**config.mk**
```make
export PLATFORM = sky130hd
export DESIGN_NAME = ram_port_arbiter
export DESIGN_NICKNAME = d
export VERILOG_FILES = /design/src/rtl/ram_port_arbiter.sv
export SDC_FILE = /design/constraint.sdc
export NUM_CORES = 1
export LEC_CHECK = 0
export ABC_AREA = 1
export BUFFER_PORTS_ARGS = -buffer_cell sky130_fd_sc_hd__buf_2
export CORE_AREA = 8 8 106 108
export CTS_BUF_LIST = sky130_fd_sc_hd__clkbuf_16
export DETAILED_ROUTE_END_ITERATION = 8
export DIE_AREA = 0 0 114 116
export PLACE_DENSITY = 0.65
export SYNTH_ARGS = -nofsm -noshare
export SYNTH_HDL_FRONTEND = slang
export SYNTH_SLANG_ARGS = --single-unit
```
**constraint.sdc**
```tcl
create_clock -name clk_i -period 3.8 [get_ports clk_i]
set_input_delay 0.19 -clock clk_i [delete_from_list [all_inputs] [get_ports clk_i]]
set_output_delay 0.19 -clock clk_i [all_outputs]
set_load 0.01 [all_outputs]
```
**src/rtl/ram_port_arbiter.sv**
```systemverilog
// Round-robin arbiter that shares one single-port RAM between the Ibex fetch port (m0)
// and data port (m1). It also range-checks addresses and routes each response back to its owner.
module ram_port_arbiter #(
  parameter logic [31:0] BASE_ADDR = 32'h1000,
  parameter logic [31:0] SIZE      = 32'h1000,
  parameter int          RAM_AW    = 10
) (
  input  logic              clk_i,
  input  logic              rst_ni,
  input  logic              m0_req,
  input  logic              m0_we,
  input  logic [3:0]        m0_be,
  input  logic [31:0]       m0_addr,
  input  logic [31:0]       m0_wdata,
  output logic              m0_gnt,
  output logic              m0_rvalid,
  output logic              m0_err,
  output logic [31:0]       m0_rdata,
  input  logic              m1_req,
  input  logic              m1_we,
  input  logic [3:0]        m1_be,
  input  logic [31:0]       m1_addr,
  input  logic [31:0]       m1_wdata,
  output logic              m1_gnt,
  output logic              m1_rvalid,
  output logic              m1_err,
  output logic [31:0]       m1_rdata,
  output logic              ram_req,
  output logic              ram_we,
  output logic [3:0]        ram_be,
  output logic [RAM_AW-1:0] ram_addr,
  output logic [31:0]       ram_wdata,
  input  logic              ram_rvalid,
  input  logic [31:0]       ram_rdata
);

  // Handshake: a master holds req and its fields until gnt (combinational, same cycle);
  // the response (rvalid, plus err on a window miss) arrives exactly one cycle after gnt.

  logic [31:0] w_off0;
  logic [31:0] w_off1;
  logic        w_hit0;
  logic        w_hit1;

  // Offset is taken before the range test so BASE_ADDR+SIZE never has to be formed.
  assign w_off0 = m0_addr - BASE_ADDR;
  assign w_off1 = m1_addr - BASE_ADDR;
  assign w_hit0 = (m0_addr >= BASE_ADDR) && (w_off0 < SIZE);
  assign w_hit1 = (m1_addr >= BASE_ADDR) && (w_off1 < SIZE);

  // Arbitration pointer: r_last_gnt holds the most recent winner (0 = m0, 1 = m1).
  logic r_last_gnt;
  logic w_last_gnt_nxt;
  logic w_gnt_any;
  logic w_sel;
  logic w_hit;

  always_ff @(posedge clk_i or negedge rst_ni) begin
    if (!rst_ni) begin
      r_last_gnt <= 1'b1;
    end else begin
      r_last_gnt <= w_last_gnt_nxt;
    end
  end

  always_comb begin
    w_gnt_any      = m0_req | m1_req;
    w_sel          = (m0_req & m1_req) ? ~r_last_gnt : m1_req;
    w_last_gnt_nxt = w_gnt_any ? w_sel : r_last_gnt;
  end

  always_comb begin
    m0_gnt    = w_gnt_any & ~w_sel;
    m1_gnt    = w_gnt_any & w_sel;
    w_hit     = w_sel ? w_hit1 : w_hit0;
    ram_req   = w_gnt_any & w_hit;
    ram_we    = 1'b0;
    ram_be    = '0;
    ram_addr  = '0;
    ram_wdata = '0;
    if (ram_req) begin
      if (w_sel) begin
        ram_we    = m1_we;
        ram_be    = m1_be;
        ram_addr  = w_off1[RAM_AW+1:2];
        ram_wdata = m1_wdata;
      end else begin
        ram_we    = m0_we;
        ram_be    = m0_be;
        ram_addr  = w_off0[RAM_AW+1:2];
        ram_wdata = m0_wdata;
      end
    end
  end

  // Response record for the transaction granted in the previous cycle.
  logic r_rsp_valid;
  logic r_rsp_owner;
  logic r_rsp_err;

  always_ff @(posedge clk_i or negedge rst_ni) begin
    if (!rst_ni) begin
      r_rsp_valid <= 1'b0;
      r_rsp_owner <= 1'b0;
      r_rsp_err   <= 1'b0;
    end else begin
      r_rsp_valid <= w_gnt_any;
      r_rsp_owner <= w_gnt_any & w_sel;
      r_rsp_err   <= w_gnt_any & ~w_hit;
    end
  end

  logic        w_rsp;
  logic        w_rsp_err;
  logic [31:0] w_rsp_data;

  always_comb begin
    w_rsp      = r_rsp_valid & (r_rsp_err | ram_rvalid);
    w_rsp_err  = r_rsp_valid & r_rsp_err;
    w_rsp_data = (r_rsp_valid & ~r_rsp_err & ram_rvalid) ? ram_rdata : 32'h0;
    m0_rvalid  = w_rsp & ~r_rsp_owner;
    m0_err     = w_rsp_err & ~r_rsp_owner;
    m0_rdata   = r_rsp_owner ? 32'h0 : w_rsp_data;
    m1_rvalid  = w_rsp & r_rsp_owner;
    m1_err     = w_rsp_err & r_rsp_owner;
    m1_rdata   = r_rsp_owner ? w_rsp_data : 32'h0;
  end

endmodule

```
; After elaboration in Yosys (flattened, before gate mapping)
; Index checks and enable logic that the tools add are counted.
[classes]
addsub = 2
magnitude_cmp = 4
muxes = 13
bitwise_logic = 20
reduce_logical = 2
[op_table]
columns = op, count
row1 = $mux 32, 5
row2 = $ge 32x13->1 const B, 2
row3 = $lt 32x13->1 const B, 2
row4 = $sub 32x13->32 const B, 2
row5 = $mux 10, 2
row6 = $and 1x1->1, 13
row7 = $mux 4, 2
row8 = $not 1->1, 5
row9 = $mux 1, 4
row10 = $logic_and 1x1->1, 2
row11 = $or 1x1->1, 2
[totals]
register_bits = 4
inputBits = 175
output_inout_bits = 118
elab_cells = 45

; Logic depth before layout (Yosys ltp)
; Gate-level depths: netlist of run 1.
[depth]
ltp_word = 6
ltp_mapped = 15
mapped_depth_nobuf = 13

; Worst setup path before layout of run 1
; Ideal clock, no wire load.
[synth_path]
path_type = reg2out
startpoint = reg r_last_gnt
endpoint = out ram_wdata[15]
arrival_time_ns = 1.784
required_ns = 3.610
setup_slack_ns = 1.826
stages_incl_launch_ff = 7
n_path_buf = 2
path_cell_list = dfstp_2 nand2_1 nand2_1 buf_2 clkbuf_1 mux2i_1 nor2_4
[synth_between]
elab_chain_cells = 5
elab_cells_between_ends = 6
classes_between = 4 x mux / 2 x bitwise
[synth_lines]
columns = item, line_no
row1 = start: declaration, 52  ; logic r_last_gnt;
row2 = start signal: assignment, 62  ; r_last_gnt <= w_last_gnt_nxt;
row3 = $not 1->1 *, 68  ; w_sel = (m0_req & m1_req) ? ~r_last_gnt : m1_req;
row4 = $mux 1 *, 68
row5 = $mux 1, 75  ; w_hit = w_sel ? w_hit1 : w_hit0;
row6 = $and 1x1->1, 76  ; ram_req = w_gnt_any & w_hit;
row7 = $mux 32 *, 81  ; if (ram_req) begin
row8 = end: declaration, 32  ; output logic [31:0] ram_wdata,
; Mark *: on every way between the ends. The rest lies on a longest branch, timed or not.

; Worst setup path after layout of run 1
[layout_path]
startpoint = reg r_last_gnt
endpoint = out ram_wdata[27]
; Same word-level chain as after synthesis.

==> results of run 1 <==
-- final timing paths --
check | to | start | cells past startpoint | slack (ns)
worst max-delay path | ram_wdata[27] | r_last_gnt | 12 | 1.09
worst min-delay path | r_last_gnt | m0_req | 4 | 0.24
worst max register to register | r_last_gnt | r_last_gnt | 4 | 2.20
worst min register to register | r_last_gnt | r_last_gnt | 2 | 0.46
max in group asynchronous | r_last_gnt | rst_ni | 2 | 3.27
min in group asynchronous | r_rsp_err | rst_ni | 2 | 0.33
-- power breakdown --
part / switching (W) / leakage [nW] / internal (W)
Combinational: 0.000158 / 2.46 / 0.000130
Sequential: 0.00000191 / 0.0433 / 0.0000465
Clock: 0.0000291 / 0.0423 / 0.000136
Total: 0.000189 / 2.54 / 0.000312
-- tightest hold or removal path, cell delays in order --
cell	delay (ns)
buf_2	0.09
nor2_1	0.07
nand2_1	0.06
nand2_1	0.04
-- logic make-up after synthesis --
| group | Yosys count | synth area share |
|---|---|---|
| AOI/OAI and AO/OA | 4 | 0.00826 |
| xor gates and xnor gates | 4 | 0.0145 |
| buffers and inverters | 78 | 0.139 |
| DFF | 4 | 0.0419 |
| muxes | 47 | 0.194 |
| and+or+nand+nor | 292 | 0.602 |
-- cell usage after synthesis (2+ instances only) --
library cell  number
buf_1              6
nand2_2            7
nand3b_1           5
nand3_1           18
nor2_2             7
inv_1             51
nor2_4            22
nor2_1            91
mux2i_1           47
clkbuf_1          12
nor3_1            67
and2_1             2
inv_2              2
buf_12             2
dfrtp_1            3
buf_2              3
nand2_1           68
xor2_1             4
nand4_1            3
o21ai_0            3
-- state kept, by name, indices dropped and copies added, names as in the netlist --
signal / cells
r_rsp_owner: 1
r_last_gnt: 1
r_rsp_valid: 1
r_rsp_err: 1
-- per-layer routing --
metal / part of all wire / up-vias
met1: 0.36 / 1509
met5: 0 / -
met3: 0.13 / 10
met4: 0.012 / 0
met2: 0.50 / 196
li1: - / 1909
-- metrics by stage --
| stage | power, W | area (um2) |
|---|---|---|
| after floorplan | 0.000203 | 2420 |
| after global placement | 0.000336 | 3930 |
| after detailed placement | 0.000338 | 3930 |
| after CTS | 0.000508 | 4010 |
| after global routing | 0.000542 | 4010 |
| final | 0.000501 | 4010 |
-- area by class of cell --
cell class / count / share of cell area
multi-input combinational: 347 / 0.496
timing repair buffer: 292 / 0.367
sequential: 4 / 0.0252
clock buffer: 3 / 0.0187
tap: 133 / 0.0415
inverter: 54 / 0.0505
clock inverter: 1 / 0.000935
==> impl_results.md, run 1 <==
* Status: finished, final reports clean
* Die area at 0.0132 mm2
* Worst slew margin at 0.398
* Post-synth EDFFs at 0
* Chip height at 116 um
* Crit share post-route at 0.712
* Power per standard cell area at 125 mW/mm2
* Flops & latches, synth at 4
* Critical path class: flip-flop to primary output
* Clk_skew at 0.00157 ns
* Chip Width at 114 um
* Layout Area Growth over Synthesis at 65.8%
* Setup TNS at 0 ns
* VDD IR max at 0.0000995 V
* Setup Buffers After CTS at 0
* Clk_lat worst skew at 0.22 ns
* CP Max Fanout at 48
* Data arrival, critical path at 2.52 ns
* Setup WS pre-CTS at 1.29 ns
* Commonest cells after routing, fill and taps aside: 288 x buf_2, 91 x nor2_1, 67 x nor3_1, 67 x nand2_1, 52 x inv_1
* Rows at 36
* Async S/R FF share, synth at 1.00
* Post-synth cell types at 26
* Total of max-cap violations at 0
* DPL Wire Length at 9970 um
* Share of cells above drive strength 1 at 0.479
* Nets at 877
* Diode count at 0
* Slew @ Worst Pin at 0.897 ns
* Final hold slack at 0.237 ns
* Syn Nets at 604
* Boundary Pins at 293
* DRT Pass-1 Iters at 4
* CTS Hold Bufs at 1
* Setup WS post-layout at 1.09 ns
* TritonCTS clock tree: done
* All-layer global routing usage at 0.151
* Startpoint Class: flip-flop
* First-pass GRT wire length at 16,400 um
* Max stage delay cell, worst path: nand2_4
* CP bufs+invs at 2
* Yosys top cell area share at 0.194
* Synth top area cells: mux2i_1 19%, nor2_1 14%, nor3_1 14%, nand2_1 11%, nor2_4 10%
* Vias in the first global route at 3,585
* Storage cell area at 101 um2
* CP endpoint kind: primary output
* Slew Viols, Final at 0
* Vias at 3,624
* Initial antenna violation count at 0
* CTS HTree Levels at 1
* CTS max path bufs at 2
* CTS sink cnt at 4
* Met3 Use GR at 0.0646
* Final setup vio count at 0
* Mean Syn Cell Area at 5.64 um2
* Seq/Total Area, Yosys at 0.0419
* GR peak layer: met2
* CP required at 3.61 ns
* Core area at 0.00955 mm2
* Max Fclk at 0.369 GHz
* Iter 0 DRT Violations at 171
* Filler instances at 1,085
* Top_reg_cell synth: dfrtp_1
* Port Buffers at 288
* Leading area contributor after synthesis: mux2i_1
* Clock slew at reported path FFs at 0.03 ns
* Syn Inst Count at 429
* Detailed Route WL at 11,200 um
* Worst path cell trace: nand2_1, nand2_2, inv_1, nand3_1, a21oi_1, nand3_1, nor3_1, nand2_1, nand2_2, nand2_4, nor2_4, buf_2
* Total CTS buffers at 3
* Initial Utilization at 0.254
* RSZ-0062 raised after global routing: no
* Grt ovf at 0
* Multi-input logic area at 0.00199 mm2
* Synthesized cell area at 0.00242 mm2
* DR DRC count at 0
* Grt met1 use at 0.146
* Crit path max-delay family: simple AND/OR/NAND/NOR gates
* Drt wl/cell at 13.5 um
* Core Util, Final at 0.420
* Hold Vio Cnt, Final at 0
* Placer Congestion at 0.844
* Clock period minus worst slack at 2.71 ns
* Slowest stage delay, CP at 0.42 ns
* Dpl cells at 829
* Post-CTS sizing at 0
* Leakage at 2.54 nW
* Yosys Warn Count at 0
* Layout Cells excl Fill at 834
* Commonest non-fill, non-tap cell in the layout: buf_2
* Vias per inst at 4.35
* Largest net degree at the start of global routing at 65
* HP Class: primary input to flip-flop
* Clock Tree Root: clkbuf_16
* DRT antenna net count at 0
* Met2 Usage GRT at 0.286
Power figures use the tool's default switching activity.
==> run 2: changes to the inputs <==
ABC_AREA = 0   (was 1)
CORE_AREA = 8 8 108 110   (was 8 8 106 108)
DIE_AREA = 0 0 116 118   (was 0 0 114 116)
PLACE_DENSITY = unset   (was 0.65)
clock period = 2.6 ns   (was 3.8 ns; I/O delays follow)
==> impl_results.md, run 2 <==
* CTS max path bufs at 2 (unchanged)
* Total CTS buffers at 3 (unchanged)
* CTS sink cnt at 4 (unchanged)
* Placer Congestion at 0.797 (-5.6%)
* Diode count at 0 (unchanged)
* Startpoint Class: primary input
* CP most frequent cell: buf_2
* Worst path cell trace: buf_2, or4_1, or3b_1, a2111o_2, buf_12, a221oi_1, buf_2
* Clk_lat worst skew at 0.22 ns (about the same)
* Grt ovf at 0 (unchanged)
* VDD IR max at 0.000169 V (+70%)
* Chip Width at 116 um (+1.8%)
* Largest net degree at the start of global routing at 50 (-23%)
* Nets at 728 (-17%)
* Fin area at 0.00336 mm2 (-16%)
* All-layer global routing usage at 0.139 (-0.0117)
* Iter 0 DRT Violations at 101 (-41%)
* Initial antenna violation count at 1 (+1)
* Vias per inst at 4.58 (+5.5%)
* Vias at 3,153 (-13%)
* Max stage delay cell, worst path: or4_1
* Most common cell in the netlist: nand2_1
* Post-DP Area at 0.00327 mm2 (-17%)
* DRT antenna net count at 0 (unchanged)
* Flops & latches, synth at 4 (unchanged)
* CP Max Fanout at 49 (+2.1%)
* Power per standard cell area at 191 mW/mm2 (+53%)
* Port Buffers at 288 (unchanged)
* Core area at 0.0100 mm2 (+4.7%)
* DR DRC count at 0 (unchanged)
* Rows at 37 (+2.8%)
* CTS HTree Levels at 1 (unchanged)
* Most common library cells after synthesis: 97 x nand2_1, 64 x and2_1, 39 x a221oi_1, 28 x clkbuf_1, 11 x nor2_1
* Hold Vio Cnt, Final at 0 (unchanged)
* Yosys Warn Count at 0 (unchanged)
* Worst slew margin at 0.590 (+0.192)
* Core Util, Final at 0.336 (-0.0842)
* Setup TNS at 0 ns (unchanged)
* Die area at 0.0137 mm2 (+3.5%)
* Leakage at 2.00 nW (-21%)
* Syn Inst Count at 282 (-34%)
* Post-synth cell types at 28 (+7.7%)
* Boundary Pins at 293 (unchanged)
* TritonCTS clock tree: done
* Crit share post-route at 0.958
* Clock slew at reported path FFs at 0.03 ns (about the same)
* Layout Area Growth over Synthesis at 100%
* CP endpoint kind: primary output
* Synthesized cell area at 0.00168 mm2 (-31%)
* Slew @ Worst Pin at 0.614 ns (-0.283 ns)
* Detailed Route WL at 10,600 um (-5.3%)
* Total of max-cap violations at 0 (unchanged)
* Clock Tree Root: clkbuf_16
* CP required at 2.47 ns (-1.14 ns)
* Clk_skew at 0.00205 ns (+0.000486 ns)
* Initial Utilization at 0.168 (-0.0855)
* Seq/Total Area, Yosys at 0.0603 (+0.0185)
* Top_reg_cell synth: dfrtp_1
* Yosys top cell area share at 0.238 (+0.0440)
* DPL Wire Length at 9070 um (-9.0%)
* Clock period minus worst slack at 2.49 ns
* Max Fclk at 0.401 GHz
* Post-synth EDFFs at 0 (unchanged)
* Chip height at 118 um (+1.7%)
* Leading area contributor after synthesis: and2_1
* Commonest non-fill, non-tap cell in the layout: buf_2
* Mean Syn Cell Area at 5.96 um2 (+5.6%)
* Syn Nets at 457 (-24%)
* RSZ-0062 raised after global routing: no
* Filler instances at 1,091 (+0.55%)
* Synth top area cells: and2_1 24%, nand2_1 22%, a221oi_1 20%, a221oi_2 7.1%, clkbuf_1 6.3%
* Status: finished, final reports clean
* Final setup vio count at 0 (unchanged)
* Slowest stage delay, CP at 0.55 ns (+0.13 ns)
* Share of cells above drive strength 1 at 0.567 (+0.0877)
* DRT Pass-1 Iters at 4 (unchanged)
* Critical path class: primary input to primary output
* Vias in the first global route at 3,241 (-9.6%)
* Data arrival, critical path at 2.36 ns (-0.16 ns)
* First-pass GRT wire length at 15,800 um (-3.8%)
* HP Class: primary input to flip-flop
* Async S/R FF share, synth at 1.00 (unchanged)
* Drt wl/cell at 15.4 um (+15%)
* Slew Viols, Final at 0 (unchanged)
* Commonest cells after routing, fill and taps aside: 288 x buf_2, 97 x nand2_1, 64 x and2_1
-- run 2: timing repair --
action                                  4_1_cts  5_1_grt
buffers inserted                              0        0
endpoints found under the hold margin         4        0
resized for setup                             0        1
hold buffers                                  1        0
endpoints found under the setup margin        0        1
-- run 2: final cells by class --
type                       instances  area, um2  share of cell area
inverter                           4       15.0             0.00447
multi-input combinational        243       1460               0.434
clock buffer                       3       75.1              0.0223
clock inverter                     1       3.75             0.00112
timing repair buffer             297       1540               0.457
sequential                         4        101              0.0302
tap                              136        170              0.0506
-- run 2: cell families after synthesis --
family / Yosys count / share of synthesized area
and+or+nand+nor: 189 / 0.548
DFF: 4 / 0.0603
AOI/OAI and AO/OA: 53 / 0.303
buffers and inverters: 35 / 0.0834
xor gates and xnor gates: 1 / 0.00521
-- run 2: metal layers --
metal  track usage  vias to the layer above  part of all wire
met3        0.0600                        8              0.14
met2         0.260                      207              0.50
met5             0                        -            0.0012
met4        0.0243                        2            0.0057
met1         0.138                     1403              0.35
li1              -                     1533                 -
-- run 2: path summary, 6_finish.rpt --
path	startpoint	end	slack, ns	cells past startpoint
worst max-delay path	m0_addr[14]	ram_wdata[31]	0.11	7
worst min-delay path	m0_req	r_last_gnt	0.11	2
worst max register to register	r_last_gnt	r_rsp_err	0.77	5
worst min register to register	r_last_gnt	r_last_gnt	0.50	2
max in group asynchronous	rst_ni	r_last_gnt	2.14	2
min in group asynchronous	rst_ni	r_rsp_err	0.26	2
-- run 2: metrics by stage --
stage	setup slack [ns]	hold slack [ns]	total power [W]	cells
2_1_floorplan	0.430	-0.166	0.000209	282
3_3_place_gp	0.130	-0.0639	0.000391	683
3_5_place_dp	0.108	-0.0629	0.000402	683
4_1_cts	0.103	0.114	0.000651	688
5_1_grt	0.00991	0.120	0.000689	688
6_report	0.109	0.113	0.000643	688
-- run 2: where the power goes --
group	leakage, nW	switching [W]	internal, W
Clock	0.0423	0.0000438	0.000198
Combinational	1.91	0.000173	0.000155
Sequential	0.0434	0.00000336	0.0000697
Total	2.00	0.000220	0.000423
-- run 2: critical path: cells and delay by family --
kind / cells / cell delay [ns]
and+or+nand+nor: 2 / 0.92
AOI/OAI and AO/OA: 2 / 0.78
buffers and inverters: 3 / 0.50
==> run 3: changes to the inputs <==
ABC_AREA = 1   (was 0)
CORE_AREA = 2 2 114 116   (was 8 8 108 110)
==> impl_results.md, run 3 (synthesis results as in run 1) <==
* TritonCTS clock tree: done
* DPL Wire Length at 9020 um (-0.59%)
* R2R Setup Slk at 1.10 ns (+0.33 ns)
* Rows at 41 (+11%)
* First-pass GRT wire length at 14,600 um (-7.5%)
* DRT Pass-1 Iters at 4 (unchanged)
* Iter 0 DRT Violations at 64 (-37%)
* Clk_lat worst skew at 0.22 ns (about the same)
* DR DRC count at 0 (unchanged)
* Placer Congestion at 0.852 (+7.0%)
* Reg2Reg Depth at 10 (+5)
* CP Max Fanout at 12 (-76%)
* Grt ovf at 0 (unchanged)
* Largest net degree at the start of global routing at 35 (-30%)
* Port Buffers at 288 (unchanged)
* Leakage at 2.65 nW (+33%)
* Hold Path Origin: m1_req
* RSZ-0062 raised after global routing: no
* Drt wl/cell at 11.6 um (-25%)
* Storage cell area at 101 um2 (unchanged)
* Clock Tree Root: clkbuf_16
* Slew @ Worst Pin at 0.793 ns (+0.180 ns)
* RR Endpoint: r_rsp_err
* Startpoint Class: flip-flop
* Detailed Route WL at 10,400 um (-2.3%)
* Clk_skew at 0.00290 ns (+0.000841 ns)
* Commonest cells after routing, fill and taps aside: 288 x buf_2, 91 x nor2_1, 67 x nor3_1, 67 x nand2_1, 52 x inv_1
* CTS max path bufs at 2 (unchanged)
* Layout Area Growth over Synthesis at 76.7%
* CP endpoint kind: primary output
* Power per standard cell area at 175 mW/mm2 (-8.3%)
* Status: finished, final reports clean
* HP Class: primary input to flip-flop
* Min-Delay Endpoint: r_last_gnt
* Chip height at 118 um (unchanged)
* Layout Cells excl Fill at 895 (+30%)
* Final setup vio count at 0 (unchanged)
* Data arrival, critical path at 2.11 ns (-0.25 ns)
* Vias in the first global route at 3,141 (-3.1%)
* Total CTS buffers at 3 (unchanged)
* VDD IR max at 0.000117 V (-30%)
* R2R Path Start: r_last_gnt
* CP required at 2.47 ns (about the same)
* Multi-input logic area at 0.00201 mm2 (+38%)
* Total of max-cap violations at 0 (unchanged)
* Commonest non-fill, non-tap cell in the layout: buf_2
* Vias at 3,744 (+19%)
* All-layer global routing usage at 0.132 (-0.00768)
* Clock slew at reported path FFs at 0.03 ns (about the same)
* Setup TNS at 0 ns (unchanged)
* Worst Hold Depth at 3 (+1)
* Dpl cells at 879 (+29%)
* DRT antenna net count at 0 (unchanged)
* Nets at 898 (+23%)
* Slew Viols, Final at 0 (unchanged)
* Critical path class: flip-flop to primary output
* Share of cells above drive strength 1 at 0.494 (-0.0726)
* Hold Vio Cnt, Final at 0 (unchanged)
* Max Fclk at 0.446 GHz (+11%)
* Initial antenna violation count at 1 (unchanged)
* Clock period minus worst slack at 2.24 ns (-0.249 ns)
* Chip Width at 116 um (unchanged)
* Core area at 0.0124 mm2 (+24%)
* Filler instances at 1,397 (+28%)
* Boundary Pins at 293 (unchanged)
* CTS HTree Levels at 1 (unchanged)
* CTS sink cnt at 4 (unchanged)
* Vias per inst at 4.18 (-8.7%)
* Die area at 0.0137 mm2 (unchanged)
* Crit share post-route at 0.862 (-0.0959)
* Worst slew margin at 0.469 (-0.121)
* Initial Utilization at 0.195 (+0.0270)
[run 3: worst max path at each step]
stage / from / to / slack [ns] / cells past startpoint
after floorplan: r_last_gnt / ram_wdata[15] / 0.69 / 6
after global placement: r_last_gnt / ram_wdata[28] / 0.29 / 13
after detailed placement: r_last_gnt / ram_be[1] / 0.26 / 13
after CTS: r_last_gnt / ram_be[1] / 0.03 / 13
after global routing: r_last_gnt / ram_wdata[10] / 0.07 / 13
final: r_last_gnt / ram_be[1] / 0.36 / 13
[run 3: report_power, final]
| group | leakage [nW] | internal, W | switching, W |
|---|---|---|---|
| sequential | 0.0433 | 0.0000680 | 0.00000217 |
| clock | 0.0423 | 0.000198 | 0.0000436 |
| combinational | 2.57 | 0.000202 | 0.000237 |
| total | 2.65 | 0.000468 | 0.000283 |
[run 3: metrics by stage]
| stage | setup slack, ns | total power (W) | hold slack [ns] | utilization | cell area (um2) |
|---|---|---|---|---|---|
| 2_1_floorplan | 0.686 | 0.000296 | -0.166 | - | 2420 |
| 3_3_place_gp | 0.290 | 0.000505 | -0.0540 | 0.328 | 4070 |
| 3_5_place_dp | 0.261 | 0.000507 | -0.0526 | 0.328 | 4070 |
| 4_1_cts | 0.0270 | 0.000755 | 0.268 | 0.335 | 4160 |
| 5_1_grt | 0.0676 | 0.000812 | 0.246 | 0.345 | 4280 |
| 6_report | 0.358 | 0.000751 | 0.206 | 0.345 | 4280 |
[run 3: layout make-up]
type	instances	share of cell area
sequential	4	0.0237
antenna	1	0.000585
multi-input combinational	347	0.470
inverter	54	0.0474
clock buffer	3	0.0175
timing repair buffer	313	0.390
tap	172	0.0503
clock inverter	1	0.000877
[run 3: routing by layer]
layer | GRT usage | part of all wire | wire [um]
met5 | 0 | 0 | 0
met1 | 0.141 | 0.39 | 4040
met2 | 0.269 | 0.53 | 5560
met4 | 0.0283 | 0.0040 | 42
met3 | 0.0118 | 0.072 | 751
[run 3: repair_timing]
item,4_1_cts,5_1_grt
endpoints found under the setup margin,0,39
gates resized for setup,0,4
endpoints found under the hold margin,4,0
hold buffers,1,0
buffers inserted,0,9
[run 3: critical path: stages, from the launching register on]
cell and delay, ns:
dfstp_2 0.35, nand2_1 0.10, nand2_4 0.10, inv_1 0.08
nand3_1 0.08, a21oi_1 0.13, nand3_1 0.08, nor3_1 0.14
nand2_1 0.14, nand2_4 0.12, nand2_8 0.11, buf_4 0.22
nor2_4 0.09, buf_2 0.13
